[src/rtl/sat_pkg.sv]
// ============================================================================
//  Module      : sat_pkg
//  Description : Shared definitions for the local-search SAT block: walk-FSM
//                state encoding and a constant-foldable ceiling-log2 helper.
//  Revision    : 1.0  initial release
// ============================================================================
`default_nettype none

package sat_pkg;

    localparam logic [2:0] c_st_idle = 3'd0;
    localparam logic [2:0] c_st_init = 3'd1;
    localparam logic [2:0] c_st_eval = 3'd2;
    localparam logic [2:0] c_st_pick = 3'd3;
    localparam logic [2:0] c_st_flip = 3'd4;
    localparam logic [2:0] c_st_done = 3'd5;

    // Ceiling log2; clog2(1) == 0. Also used to size the PLA flip counter.
    function automatic int clog2(input int value);
        int result;
        result = 0;
        for (int i = 0; i < 31; i++) begin
            if (((value - 1) >> i) != 0) begin
                result = i + 1;
            end
        end
        return result;
    endfunction

endpackage

`default_nettype wire

[src/rtl/random_sreg.sv]
// ============================================================================
//  Module      : random_sreg
//  Description : Galois LFSR, right-shifting, advancing every cycle out of reset.
//  Revision    : 1.0  initial release
// ============================================================================
`default_nettype none

module random_sreg #(
    parameter int              WIDTH = 32,
    parameter logic [WIDTH-1:0] SEED = WIDTH'(32'hACE1),
    parameter logic [WIDTH-1:0] TAPS = WIDTH'(32'h8020_0003)
) (
    input  logic             clk,
    input  logic             rst,
    output logic [WIDTH-1:0] o_state
);

    logic [WIDTH-1:0] r_state;

    always_ff @(posedge clk or posedge rst) begin
        if (rst) begin
            r_state <= SEED;
        end else begin
            r_state <= {1'b0, r_state[WIDTH-1:1]} ^ (r_state[0] ? TAPS : '0);
        end
    end

    assign o_state = r_state;

endmodule

`default_nettype wire

[src/rtl/walk_controller.sv]
// ============================================================================
//  Module      : walk_controller
//  Description : Random-restart local-search sequencer driving the PLA inputs.
//  Revision    : 1.0  initial release
// ============================================================================
`default_nettype none

module walk_controller
    import sat_pkg::*;
#(
    parameter int          N     = 3,
    parameter int          FLIPS = 8,
    parameter int          TRIES = 4,
    parameter logic [31:0] SEED  = 32'hACE1
) (
    input  logic                      clk,
    input  logic                      reset,
    input  logic                      start,
    input  logic                      sat_in,
    output logic [N-1:0]              assignment,
    output logic                      busy,
    output logic                      done,
    output logic                      found,
    output logic [clog2(FLIPS+1)-1:0] flips_used,
    output logic [clog2(TRIES+1)-1:0] tries_used
);

    localparam int FW = clog2(FLIPS + 1);
    localparam int TW = clog2(TRIES + 1);
    localparam int IW = (clog2(N) > 1) ? clog2(N) : 1;

    localparam logic [FW-1:0] c_flips_max = FW'(FLIPS);
    localparam logic [TW-1:0] c_tries_max = TW'(TRIES);
    localparam logic [IW:0]   c_n         = (IW + 1)'(N);
    localparam logic [N-1:0]  c_one       = N'(1);

    logic [2:0]    r_state;
    logic [N-1:0]  r_assign;
    logic [IW-1:0] r_idx;
    logic [FW-1:0] r_flips;
    logic [TW-1:0] r_tries;
    logic          r_found;
    logic [31:0]   w_lfsr;
    logic [IW-1:0] w_pick_idx;
    logic          w_idx_ok;

    random_sreg #(
        .WIDTH (32),
        .SEED  (SEED)
    ) u_lfsr (
        .clk     (clk),
        .rst     (reset),
        .o_state (w_lfsr)
    );

    // Only the low LFSR bits feed the walk; the rest are intentionally dropped.
    if (N < 32) begin : g_unused
        logic w_unused_lfsr;
        assign w_unused_lfsr = ^w_lfsr[31:N];
    end

    assign w_pick_idx = w_lfsr[IW-1:0];
    assign w_idx_ok   = ({1'b0, w_pick_idx} < c_n);

    always_ff @(posedge clk or posedge reset) begin
        if (reset) begin
            r_state  <= c_st_idle;
            r_assign <= '0;
            r_idx    <= '0;
            r_flips  <= '0;
            r_tries  <= '0;
            r_found  <= 1'b0;
        end else begin
            case (r_state)
                c_st_idle: begin
                    if (start) begin
                        r_tries <= '0;
                        r_state <= c_st_init;
                    end
                end
                c_st_init: begin
                    r_assign <= w_lfsr[N-1:0];
                    r_flips  <= '0;
                    r_tries  <= r_tries + TW'(1);
                    r_state  <= c_st_eval;
                end
                c_st_eval: begin
                    if (sat_in) begin
                        r_found <= 1'b1;
                        r_state <= c_st_done;
                    end else if ((r_flips == c_flips_max) && (r_tries == c_tries_max)) begin
                        r_found <= 1'b0;
                        r_state <= c_st_done;
                    end else if (r_flips == c_flips_max) begin
                        r_state <= c_st_init;
                    end else begin
                        r_state <= c_st_pick;
                    end
                end
                c_st_pick: begin
                    // Out-of-range indices are rejected and redrawn next cycle.
                    if (w_idx_ok) begin
                        r_idx   <= w_pick_idx;
                        r_state <= c_st_flip;
                    end
                end
                c_st_flip: begin
                    r_assign <= r_assign ^ (c_one << r_idx);
                    r_flips  <= r_flips + FW'(1);
                    r_state  <= c_st_eval;
                end
                c_st_done: begin
                    if (start) begin
                        r_tries <= '0;
                        r_found <= 1'b0;
                        r_state <= c_st_init;
                    end
                end
                default: begin
                    r_state <= c_st_idle;
                end
            endcase
        end
    end

    assign assignment = r_assign;
    assign busy       = (r_state == c_st_init) || (r_state == c_st_eval) ||
                        (r_state == c_st_pick) || (r_state == c_st_flip);
    assign done       = (r_state == c_st_done);
    assign found      = r_found;
    assign flips_used = r_flips;
    assign tries_used = r_tries;

endmodule

`default_nettype wire

[config.mk]
export PLATFORM = sky130hd
export DESIGN_NAME = walk_controller
export DESIGN_NICKNAME = d
export VERILOG_FILES = /design/src/rtl/sat_pkg.sv /design/src/rtl/random_sreg.sv /design/src/rtl/walk_controller.sv
export SDC_FILE = /design/constraint.sdc
export NUM_CORES = 1
export LEC_CHECK = 0
export CAP_MARGIN = 20
export CELL_PAD_IN_SITES_DETAIL_PLACEMENT = 0
export CELL_PAD_IN_SITES_GLOBAL_PLACEMENT = 1
export CORE_AREA = 2 2 61 74
export CTS_CLUSTER_DIAMETER = 60
export DETAILED_ROUTE_END_ITERATION = 12
export DIE_AREA = 0 0 63 76
export PLACE_DENSITY = 0.82
export SLEW_MARGIN = 10
export SYNTH_ARGS = -nofsm -noshare
export SYNTH_HDL_FRONTEND = slang
export SYNTH_SLANG_ARGS = --single-unit
[constraint.sdc]
create_clock -name clk -period 2.2 [get_ports clk]
set_clock_uncertainty 0.1 [all_clocks]
set_input_delay 0.66 -clock clk [delete_from_list [all_inputs] [get_ports clk]]
set_output_delay 0.66 -clock clk [all_outputs]
set_load 0.03 [all_outputs]
==> results.md <==
- Flops & latches, synth: 48
- Crit-path max FO: 3
- Leading cell type in the layout, fill and taps excluded: dfrtp_1
- First-pass GRT wire length: between 5000 and 6000 um
- Critical Path End: assignment[2]
- Antenna diodes: 0
- Status: complete, no violations
- Worst Tran Pin Value: 0.4179 ns
- Final Hold Violating Endpoints: 0
- GRT Total Usage: 0.1392
- Die Wd: 63 um
- # rows: 26
- CP Buf/Inv Count: 1
- Die area: 4788 um2
- Crit path launch type: flop
- Layout Nets: 157
- Endpoints failing setup: 0
- Setup TNS: 0 ns
- Crit. path cell count: 1
- Iter 0 DRT Violations: 110
- CTS tree: yes
- Slew Viols, Final: 0
- Htree depth: 2
- Post-Syn Nets: ~140
- CP arrival: 1.36 ns
- Fmax: 471.8 MHz
- Max Root-Sink Buffers: 2
- Yosys warns: 0
- Share of layout cells above drive strength 1: 0.1812
- Power after layout: roughly 2.7 mW
- DRC violations left: 0
- Sequential-to-total area share from yosys stat: 0.6860
- R2r endpoint: flips_used[2]$_DFFE_PP0N_
- Vias: 1051
- Period utilization: 0.9634
- RePlAce Congestion: 0.7136
- I/O pins: 17
- Worst reg2reg startpoint: r_state[2]$_DFFE_PP0P_
- Slew headroom: 0.7202
- Synthesis-to-layout area growth: 20.84%
- Cell Area, Synth: 1765 um2
- Static Leak: 1.078 nW
- Largest net degree at the start of global routing: 30
- Syn Inst Count: around 130
- Max_cap viols: 0
- DRT antenna net count: 0
- DP HPWL: 1976 um
- Crit-path slowest cell: clkdlybuf4s50_1
- Critical path endpoint category: output port
- CTS clk-pin slew, worst paths: approximately 0.090 ns
- Max VDD drop: 0.5799 mV
- Hold_buf cts: 0
- Tmin final: 2.120 ns
- P per Cell Area: 1279 nW/um2
- # clock sinks: 48
- Vias in the first global route: 1060
- Ys async rst share: 1.000
- Number of antenna violations at the first check in global routing: 0
- PortBufs: 16
- Reg2reg setup slack: 0.47 ns
- GRT overflow: 0
- Max incr delay on CP: 0.68 ns
- DR vias/cell: approximately 5.1
- Most frequent cells in the layout: 39 x dfrtp_1, 10 x nor2_1, 8 x inv_1, 8 x clkdlybuf4s50_1, 8 x dfstp_2
- Detailed Routing Iterations Pass 1: 4
- Netlist cell types: 33
- Required @ worst endpoint: 1.44 ns
- Core Region: 4131 um2
- RSZ-0062 raised after global routing: false
- Hold Path Class: flop to flop
- Clk_lat worst skew: 0.29 ns
- Final wirelength: 2950 um
- Worst setup path start: assignment[2]$_DFFE_PP0N_
- Die Height: 76 um
- Critical path cell sequence: clkdlybuf4s50_1
- Primary FF master, synth: dfrtp_1
- R2r worst-path depth: 3
- Post-Syn Area per Cell: between 10 and 15 um2
- Root Driver: clkbuf_8
- Top cell family by delay on the critical path: buffers and inverters
- Starting Density: 0.4273
- CTS buffer count: 5
- Worst Path Class, Setup: flop to output port
- Drt wl/cell: approximately 14 um
- EDFF count, synth: 0
==> timing repair <==
item	CTS	global route
endpoints found under the setup margin	1	7
setup buffers	0	0
gates resized for setup	1	6
==> synthesized netlist by cell type (2+ instances only) <==
master	n	area, um2
dfrtp_1	40	1001
nor2_1	10	37.54
inv_1	9	33.78
dfstp_2	8	210.2
buf_2	5	25.02
ha_1	5	62.56
o21ai_0	4	20.02
a211o_1	3	26.28
a311oi_1	3	26.28
mux2_2	3	33.78
nand2_1	3	11.26
nand2b_1	3	18.77
nor3b_2	3	37.54
a211oi_1	2	15.01
a22o_1	2	17.52
nand3_1	2	10.01
nand3b_1	2	15.01
nand4b_1	2	17.52
nor3b_1	2	15.01
or3b_1	2	17.52
xor2_1	2	17.52
==> metrics by stage <==
stage / setup slack (ns) / std cells / hold WS, ns / util / cell area [um2]
6_report: 0.08049 / 205 / 0.2346 / 0.5164 / 2133
5_1_grt: 0.03928 / 205 / 0.2310 / 0.5164 / 2133
4_1_cts: 0.0005058 / 205 / 0.2393 / 0.5130 / 2120
3_5_place_dp: 0.07754 / 197 / 0.2357 / 0.4812 / 1988
3_3_place_gp: 0.1100 / 197 / 0.2392 / 0.4812 / 1988
2_1_floorplan: 0.2465 / 127 / 0.2312 / - / 1765
==> per-layer routing <==
| metal | routed length [um] | up-vias | track usage | share of wire |
|---|---|---|---|---|
| met1 | 1242 | 542 | 0.1826 | 0.42 |
| met2 | 1534 | 25 | 0.2213 | 0.52 |
| met5 | 0 | - | 0 | 0 |
| met3 | 115 | 6 | 0.03988 | 0.039 |
| met4 | 59 | 0 | 0.04889 | 0.020 |
| li1 | - | 478 | - | - |
==> state kept, by name, indices dropped and copies added, names as in the netlist <==
| name | cells |
|---|---|
| flips_used | 4 |
| r_state | 3 |
| tries_used | 3 |
| u_lfsr.o_state | 32 |
| found | 1 |
| r_idx | 2 |
| assignment | 3 |
==> layout make-up <==
class,instances,area [um2]
fillers,370,1998
multi-input cells,65,495.5
clock inverters,2,60.06
inverters,9,33.78
well taps,56,70.07
flip-flops and latches,48,1212
clock buffers,6,72.57
repair buffers,19,188.9
==> worst min path at each step <==
stage | slack [ns] | from | cells after the start | to
6_report | 0.23 | u_lfsr.o_state[24]$_DFF_PP0_ | 0 | u_lfsr.o_state[23]$_DFF_PP0_
5_1_grt | 0.23 | u_lfsr.o_state[24]$_DFF_PP0_ | 0 | u_lfsr.o_state[23]$_DFF_PP0_
4_1_cts | 0.24 | u_lfsr.o_state[24]$_DFF_PP0_ | 0 | u_lfsr.o_state[23]$_DFF_PP0_
3_5_place_dp | 0.24 | u_lfsr.o_state[18]$_DFF_PP0_ | 0 | u_lfsr.o_state[17]$_DFF_PP0_
3_3_place_gp | 0.24 | u_lfsr.o_state[29]$_DFF_PP0_ | 0 | u_lfsr.o_state[28]$_DFF_PP0_
2_1_floorplan | 0.23 | u_lfsr.o_state[17]$_DFF_PP0_ | 0 | u_lfsr.o_state[16]$_DFF_PP0_
==> where the power goes <==
| group | switching (mW) | total, mW | leakage, nW | internal (mW) |
|---|---|---|---|---|
| Combinational | 0.468 | 0.849 | 0.390 | 0.381 |
| Sequential | 0.173 | 1.16 | 0.623 | 0.988 |
| Clock | 0.264 | 0.718 | 0.0654 | 0.454 |
==> logic make-up after synthesis <==
| kind of cell | Yosys count | synth area share |
|---|---|---|
| and+or+nand+nor | 32 | 0.1148 |
| xor gates and xnor gates | 3 | 0.01489 |
| adders and majority gates | 5 | 0.03544 |
| DFF | 48 | 0.6860 |
| muxes | 4 | 0.02480 |
| buffers and inverters | 14 | 0.03331 |
| AOI/OAI and AO/OA | 21 | 0.09072 |
Power figures use the tool's default switching activity.
